===== src/rtl/aes_inv_key_sched_if.sv =====
// Handshake bundle between the inverse key schedule and its consumer.
// The master drives the request/acknowledge side; the slave (the key schedule) produces keys.
interface aes_inv_key_sched_if;
  logic         start;
  logic [127:0] key_in;
  logic         key_ready;
  logic [127:0] round_key;
  logic [3:0]   round_num;
  logic         key_valid;
  logic         busy;
  logic         done;

  modport master (
    output start, key_in, key_ready,
    input  round_key, round_num, key_valid, busy, done
  );

  modport slave (
    input  start, key_in, key_ready,
    output round_key, round_num, key_valid, busy, done
  );
endinterface


===== src/rtl/aes_inv_key_sched.sv =====
// AES-128 decryption key schedule: loaded with round key 10, it walks the expansion
// backwards and hands out round keys 10..0, one per accepted valid/ready handshake.
module aes_inv_key_sched #(
  parameter int NR = 10
) (
  input logic                 clk,
  input logic                 rst,
  aes_inv_key_sched_if.slave  bus
);

  typedef enum logic [1:0] {IDLE = 2'd0, EMIT = 2'd1, FINISH = 2'd2} state_e;

  localparam logic [2047:0] SBOX_TBL = {
    128'h637c777bf26b6fc53001672bfed7ab76, 128'hca82c97dfa5947f0add4a2af9ca472c0,
    128'hb7fd9326363ff7cc34a5e5f171d83115, 128'h04c723c31896059a071280e2eb27b275,
    128'h09832c1a1b6e5aa0523bd6b329e32f84, 128'h53d100ed20fcb15b6acbbe394a4c58cf,
    128'hd0efaafb434d338545f9027f503c9fa8, 128'h51a3408f929d38f5bcb6da2110fff3d2,
    128'hcd0c13ec5f974417c4a77e3d645d1973, 128'h60814fdc222a908846eeb814de5e0bdb,
    128'he0323a0a4906245cc2d3ac629195e479, 128'he7c8376d8dd54ea96c56f4ea657aae08,
    128'hba78252e1ca6b4c6e8dd741f4bbd8b8a, 128'h703eb5664803f60e613557b986c11d9e,
    128'he1f8981169d98e949b1e87e9ce5528df, 128'h8ca1890dbfe6426841992d0fb054bb16
  };

  localparam logic [3:0] NR_L = 4'(NR);

  // Entry x sits at the top of the table for x = 0, so index from the MSB down.
  function automatic logic [7:0] sbox(input logic [7:0] x);
    return SBOX_TBL[{~x, 3'b111} -: 8];
  endfunction

  function automatic logic [7:0] rcon(input logic [3:0] r);
    logic [7:0] c;
    case (r)
      4'd1:    c = 8'h01;
      4'd2:    c = 8'h02;
      4'd3:    c = 8'h04;
      4'd4:    c = 8'h08;
      4'd5:    c = 8'h10;
      4'd6:    c = 8'h20;
      4'd7:    c = 8'h40;
      4'd8:    c = 8'h80;
      4'd9:    c = 8'h1b;
      4'd10:   c = 8'h36;
      default: c = 8'h00;
    endcase
    return c;
  endfunction

  state_e       state_q, state_d;
  logic [127:0] key_q, key_d;
  logic [3:0]   rnum_q, rnum_d;
  logic         valid_q, valid_d;
  logic         busy_q, busy_d;
  logic         done_q, done_d;

  logic [31:0]  w0_s, w1_s, w2_s, w3_s;
  logic [31:0]  w0p_s, w1p_s, w2p_s, w3p_s;
  logic [31:0]  rot_s, sub_s;
  logic [127:0] prev_key_s;

  // Undo one expansion step; SubWord uses the forward S-box on the recovered w3.
  always_comb begin
    w0_s  = key_q[127:96];
    w1_s  = key_q[95:64];
    w2_s  = key_q[63:32];
    w3_s  = key_q[31:0];
    w3p_s = w3_s ^ w2_s;
    w2p_s = w2_s ^ w1_s;
    w1p_s = w1_s ^ w0_s;
    rot_s = {w3p_s[23:0], w3p_s[31:24]};
    sub_s = {sbox(rot_s[31:24]), sbox(rot_s[23:16]), sbox(rot_s[15:8]), sbox(rot_s[7:0])};
    w0p_s = w0_s ^ sub_s ^ {rcon(rnum_q), 24'h000000};
    prev_key_s = {w0p_s, w1p_s, w2p_s, w3p_s};
  end

  // Next-state and output-register decode.
  always_comb begin
    state_d = state_q;
    key_d   = key_q;
    rnum_d  = rnum_q;
    valid_d = valid_q;
    busy_d  = busy_q;
    done_d  = 1'b0;
    case (state_q)
      IDLE: begin
        if (bus.start) begin
          key_d   = bus.key_in;
          rnum_d  = NR_L;
          valid_d = 1'b1;
          busy_d  = 1'b1;
          state_d = EMIT;
        end else begin
          state_d = IDLE;
        end
      end
      EMIT: begin
        if (valid_q && bus.key_ready) begin
          if (rnum_q != 4'd0) begin
            key_d  = prev_key_s;
            rnum_d = rnum_q - 4'd1;
          end else begin
            valid_d = 1'b0;
            busy_d  = 1'b0;
            done_d  = 1'b1;
            state_d = FINISH;
          end
        end else begin
          state_d = EMIT;
        end
      end
      FINISH: begin
        state_d = IDLE;
      end
      default: begin
        state_d = IDLE;
        valid_d = 1'b0;
        busy_d  = 1'b0;
      end
    endcase
  end

  // State and output registers with synchronous reset.
  always_ff @(posedge clk) begin
    if (rst) begin
      state_q <= IDLE;
      key_q   <= 128'h0;
      rnum_q  <= 4'd0;
      valid_q <= 1'b0;
      busy_q  <= 1'b0;
      done_q  <= 1'b0;
    end else begin
      state_q <= state_d;
      key_q   <= key_d;
      rnum_q  <= rnum_d;
      valid_q <= valid_d;
      busy_q  <= busy_d;
      done_q  <= done_d;
    end
  end

  assign bus.round_key = key_q;
  assign bus.round_num = rnum_q;
  assign bus.key_valid = valid_q;
  assign bus.busy      = busy_q;
  assign bus.done      = done_q;

endmodule


===== src/flat_wrapper.sv =====
// flat-port wrapper written by rule: the top's interface ports become plain ports
module aes_inv_key_sched_flat 
#(
  parameter int NR = 10
)
  (clk, rst, bus_start, bus_key_in, bus_key_ready, bus_round_key, bus_round_num, bus_key_valid, bus_busy, bus_done);
  aes_inv_key_sched_if bus_i ();
  input logic clk;
  input logic rst;
  input wire logic [$bits(bus_i.start)-1:0] bus_start;
  input wire logic [$bits(bus_i.key_in)-1:0] bus_key_in;
  input wire logic [$bits(bus_i.key_ready)-1:0] bus_key_ready;
  output wire logic [$bits(bus_i.round_key)-1:0] bus_round_key;
  output wire logic [$bits(bus_i.round_num)-1:0] bus_round_num;
  output wire logic [$bits(bus_i.key_valid)-1:0] bus_key_valid;
  output wire logic [$bits(bus_i.busy)-1:0] bus_busy;
  output wire logic [$bits(bus_i.done)-1:0] bus_done;
  assign bus_i.start = bus_start;
  assign bus_i.key_in = bus_key_in;
  assign bus_i.key_ready = bus_key_ready;
  assign bus_round_key = bus_i.round_key;
  assign bus_round_num = bus_i.round_num;
  assign bus_key_valid = bus_i.key_valid;
  assign bus_busy = bus_i.busy;
  assign bus_done = bus_i.done;
  aes_inv_key_sched #(.NR(NR)) u_core (.clk(clk), .rst(rst), .bus(bus_i));
endmodule

===== config.mk =====
export PLATFORM = sky130hd
export DESIGN_NAME = aes_inv_key_sched_flat
export DESIGN_NICKNAME = d
export VERILOG_FILES = /design/src/rtl/aes_inv_key_sched_if.sv /design/src/rtl/aes_inv_key_sched.sv /design/src/flat_wrapper.sv
export SDC_FILE = /design/constraint.sdc
export NUM_CORES = 1
export LEC_CHECK = 0
export CAP_MARGIN = 0
export CELL_PAD_IN_SITES_DETAIL_PLACEMENT = 1
export CELL_PAD_IN_SITES_GLOBAL_PLACEMENT = 2
export CORE_MARGIN = 2
export CORE_UTILIZATION = 32
export DETAILED_ROUTE_END_ITERATION = 12
export GPL_ROUTABILITY_DRIVEN = 0
export PLACE_DENSITY_LB_ADDON = 0.1
export SYNTH_ARGS = -nofsm -noshare
export SYNTH_HDL_FRONTEND = slang
export SYNTH_SLANG_ARGS = --single-unit

===== constraint.sdc =====
create_clock -name clk -period 5.1 [get_ports clk]
set_input_delay 1.02 -clock clk [delete_from_list [all_inputs] [get_ports clk]]
set_output_delay 1.02 -clock clk [all_outputs]
set_load 0.05 [all_outputs]

# Yosys cells after proc, flatten, opt, wreduce, memory -nomap -nowiden
# Memory sizes are Yosys's and may differ from the RTL's. A register that Yosys moved wholly into a read port is not among the register bits.
# Cells that the tools add are included.
# totals
register_bits	136
mem_bits_ro	128
inputBits	132
out_inout_bits	135
wordCells	56
memories	1
# op_classes
add_sub_neg	1
n_eq_ne	7
shift	4
n_mux	19
bitwise	12
n_reduce_logical	7
# memory_table
memory	depth	word_bits	read_ports	rd_ports_with_merged_regs	wr	line_no	source
(name not given)	16	8	1	1	0	aes_inv_key_sched.sv:33	case (r)
# op_table
op	n
$shiftx A2055 B12 Y8 const A	4
$mux W128	3
$pmux W128 S2	1
$xor A32 B32 Y32	5
$not A8 Y8	4
$mux W4	5
$pmux W4 S2	1
$reduce_and A4 Y1	2
$mux W1	5
$mux W2	2
$ne A2 B1 Y1 const B	2
$ne A2 B2 Y1 const B	2
$pmux W2 S2	1
$reduce_bool A4 Y1	1
$sub A4 B1 Y4 const B	1
$ne A3 B3 Y1 const B	1
$not A1 Y1	3
$pmux W1 S3	1
$reduce_or A3 Y1	1
$eq A2 B1 Y1 const B	1
$eq A2 B2 Y1 const B	1
$logic_not A2 Y1	1
$reduce_bool A2 Y1	1
$logic_and A1 B1 Y1	1

# Depth between registers and ports, before layout
# depth
ltp_word	8
ltp_mapped	15
ltp_nobuf	12

# Worst setup path after synthesis
# No wires, ideal clock.
# synth_timing
path_type	register to register
startpoint	register u_core.key_q[41], in the netlist u_core.bus.round_key[41]
endpoint	register u_core.key_q[117], in the netlist u_core.bus.round_key[117]
setup_ns	0.092
t_arrival_ns	3.831
t_required_ns	5.008
slack_ns	1.177
stages_incl_launch_ff	13
n_path_buf	2
period_less_slack_ns	3.923
path_cell_list	dfxtp_1 -> xor2_1 -> clkinv_1 -> clkbuf_1 -> ha_1 -> clkbuf_1 -> nor2_1 -> o21ai_0 -> o21a_1 -> mux4_2 -> a221oi_1 -> mux2_2 -> nor4_1
# synth_via
elab_chain_cells	8
# synth_lines
element	line_no	source
start: declaration	aes_inv_key_sched.sv:50	logic [127:0] key_q, key_d;
start signal: assignment	aes_inv_key_sched.sv:133	key_q <= key_d;
$xor A32 B32 Y32	aes_inv_key_sched.sv:67	w3p_s = w3_s ^ w2_s;
$not A8 Y8	aes_inv_key_sched.sv:28	return SBOX_TBL[{~x, 3'b111} -: 8];
$shiftx A2055 B12 Y8	aes_inv_key_sched.sv:28	
$xor A32 B32 Y32 (2 in series)	aes_inv_key_sched.sv:72	w0p_s = w0_s ^ sub_s ^ {rcon(rnum_q), 24'h000000};
$mux W128	aes_inv_key_sched.sv:98	if (rnum_q != 4'd0) begin
$mux W128	aes_inv_key_sched.sv:97	if (valid_q && bus.key_ready) begin
$pmux W128 S2	aes_inv_key_sched.sv:84	case (state_q)
# Every way passes these cells. The select of a mux whose other input is x is not followed.
# A chain may end at the register's enable or synchronous reset.

# Worst setup path in the final report
# layout_timing
startpoint	register u_core.key_q[16], in the netlist u_core.bus.round_key[16]
endpoint	register u_core.key_q[125], in the netlist u_core.bus.round_key[125]
# The elaborated chain is that of the path after synthesis.

==> results.tsv <==
metric	value	unit
status	finished, final reports clean	
Worst-Skew Late Latency	0.51	ns
Most used DFF post-synth	dfxtp_1	
Rel. slew slack	8.07	%
post-synthesis sequential area ratio	14.1	%
IO buf count	266	
remaining antenna violation count after routing	0	
CP Max Fanout	18	
Leak	8.29	nW
Synth Area in Adders	3.56	%
Cells after Synth	3119	
largest area contributor in the netlist	dfxtp_1	
Post-synth ARST share	0	%
Worst setup SP type	flop	
setup TNS	0	ns
Initial Util	32.3	%
first-pass GRT wire length	175000	um
RR Endpoint	u_core.bus.round_key[125]$_SDFFE_PP0N_	
Root Driver	clkbuf_16	
DRT Pass-1 Iters	8	
Core Util, Final	38.9	%
Finished Layout Cells	4025	
design area	24600	um^2
peak supply drop	0.000282	V
grt ovf	0	
worst path required time	5.48	ns
Syn Nets	3309	
pin count of the biggest net entering global routing	148	
Die Span Y	256	um
Simple-Gate Fraction of Synth Area	25.0	%
Via density	6.83	
Area Overhead vs Synth	20.4	%
RSZ-0062 raised after global routing	no	
CP Capture Point	u_core.bus.round_key[125]$_SDFFE_PP0N_	
All-Layer GR Usage	34.0	%
chip width	256	um
row count	92	
Yosys reg bits	144	
worst endpoint data arrival time	4.83	ns
Max Freq	225	MHz
maxcap violations	0	
total CTS buffers	17	
Hold Buf Count CTS	0	
DIE AREA	65700	um^2
Synth area leaders	dfxtp_1 14%, nand2_1 7.2%, o21ai_0 6.8%	
Max clock buf depth	2	
Post-Synth XOR/XNOR Area	3.66	%
EDFF count, synth	0	
DR DRC count	0	
layout cells sized above 1	6.98	%
Core Box Area	63100	um^2
Critical Path Source	u_core.bus.round_key[16]$_SDFFE_PP0N_	
vias	27502	
R2R setup slack	0.66	ns
final setup vio count	0	
Synth cell types	80	
fin crit period	4.44	ns
worst slew pin tran	1.37	ns
setup bufs post-CTS	0	
Worst-path clk slew	0.07	ns
initial antenna violation count	16	
CTS-repair resized insts	0	
Nets	3345	
Synth top area share	14.1	%
FF-to-FF Start	u_core.bus.round_key[16]$_SDFFE_PP0N_	
Reg2Reg Depth	11	
TritonCTS clock tree	done	
DRT Wirelength	117000	um
number of global-route vias before repair	26506	
max-slew violations	0	
PD cells	459	nW/um^2
area post-placement	23900	um^2
io pins	267	
Total Power	11.3	mW
Worst Skew	0.0232	ns
worst min-delay path category	flop to flop	
Synth Area in Compound Gates	40.7	%
Avg Synthesized Cell Area	6.54	um^2
H-tree depth	4	
Final Hold Fails	0	
CP Capture Type	flop	
Routed WL per cell	29.0	um
post-synthesis mux area share	5.33	%
fin crit share	87.1	%
violation count after the first detailed-route iteration	3765	
hpwl dp	81000	um
Post-Place Cells	3982	
largest family of logic cells by synthesized area	compound AO/OA/AOI/OAI gates	
crit path kind	flop to flop	
Clock Sinks	144	
YS warnings	0	
post-synthesis cell area	20400	um^2
==> final cells by class <==
cell class / instances / area [um^2]
diodes: 11 / 27.5
clock buffers: 20 / 468
clock inverters: 12 / 146
fillers: 8028 / 38500
inverters: 32 / 120
multi-input cells: 2588 / 16300
flip-flops and latches: 144 / 2890
well taps: 846 / 1060
repair buffers: 372 / 3510
==> sequential cells by signal (all words and copies together), names as in the netlist, named ones only <==
name	flops
u_core.bus.done	1
u_core.bus.round_key	128
u_core.bus.key_valid	1
u_core.bus.round_num	4
u_core.state_q	2
==> synth_stat cells, types with 72 or more instances <==
cell and count:
nand2b_1 72, nand2_1 390, a21oi_1 277, o21ai_0 278
nand3_1 148, o211ai_1 86, dfxtp_1 144, a211oi_1 100
clkbuf_1 250, nor2_1 280, nor3_1 140
==> where the power goes <==
group / leakage [nW] / switching [mW] / internal [mW]
Combinational: 6.80 / 5.65 / 2.64
Clock: 0.303 / 0.665 / 0.776
Sequential: 1.19 / 0.272 / 1.26
==> cell families after synthesis <==
kind of cell,after synthesis
compound gates,1236
simple gates,1137
buf+inv,387
flops,144
mux,79
xor+xnor,78
fa+ha+maj,58
==> layer usage <==
layer	wire, um	up-vias	GRT usage, %
met5	48	-	0
met3	11600	393	8.30
met2	51200	1791	52.1
met1	48000	13394	44.8
li1	-	11916	-
met4	5810	8	15.6
==> worst max-delay path, cell delays in order, from the launching register on <==
cell       delay [ns]
dfxtp_1          0.35
xor2_2           0.19
inv_1            0.52
buf_4            0.31
ha_1             0.72
nand2_1          0.41
a311oi_1         0.70
a311o_1          0.30
nand4_1          0.16
xor2_1           0.19
mux2i_1          0.12
a2111oi_0        0.37
==> per-stage QoR <==
step           worst slack, ns  hold WS, ns
2_1_floorplan             1.18        0.580
5_1_grt                  0.382        0.527
3_3_place_gp             0.967        0.465
4_1_cts                  0.816        0.487
6_report                 0.657        0.488
3_5_place_dp             0.828        0.477
==> worst min-delay path by stage <==
stage	startpoint	end	slack (ns)	cells after the start
4_1_cts	u_core.bus.round_key[1]$_SDFFE_PP0N_	u_core.bus.round_key[1]$_SDFFE_PP0N_	0.49	2
6_report	u_core.bus.round_key[1]$_SDFFE_PP0N_	u_core.bus.round_key[1]$_SDFFE_PP0N_	0.49	2
5_1_grt	u_core.bus.round_key[25]$_SDFFE_PP0N_	u_core.bus.round_key[25]$_SDFFE_PP0N_	0.53	2
3_3_place_gp	u_core.bus.round_key[1]$_SDFFE_PP0N_	u_core.bus.round_key[1]$_SDFFE_PP0N_	0.46	2
3_5_place_dp	u_core.bus.round_key[24]$_SDFFE_PP0N_	u_core.bus.round_key[24]$_SDFFE_PP0N_	0.48	2
2_1_floorplan	u_core.state_q[1]$_SDFFE_PP0P_	u_core.bus.key_valid$_SDFFE_PP0P_	0.58	2
==> placed cells by master, fill, tap and decap left out, types with 53 or more instances in the layout <==
cell type / n
nor2_1: 280
a21oi_1: 277
nand2_1: 389
nand3_1: 148
o311ai_0: 64
buf_4: 102
mux2i_1: 53
nor3_1: 140
o211ai_1: 86
o21ai_0: 278
ha_1: 58
nand2b_1: 71
dfxtp_1: 143
a211oi_1: 100
clkdlybuf4s50_1: 265
Power figures use the tool's default switching activity.
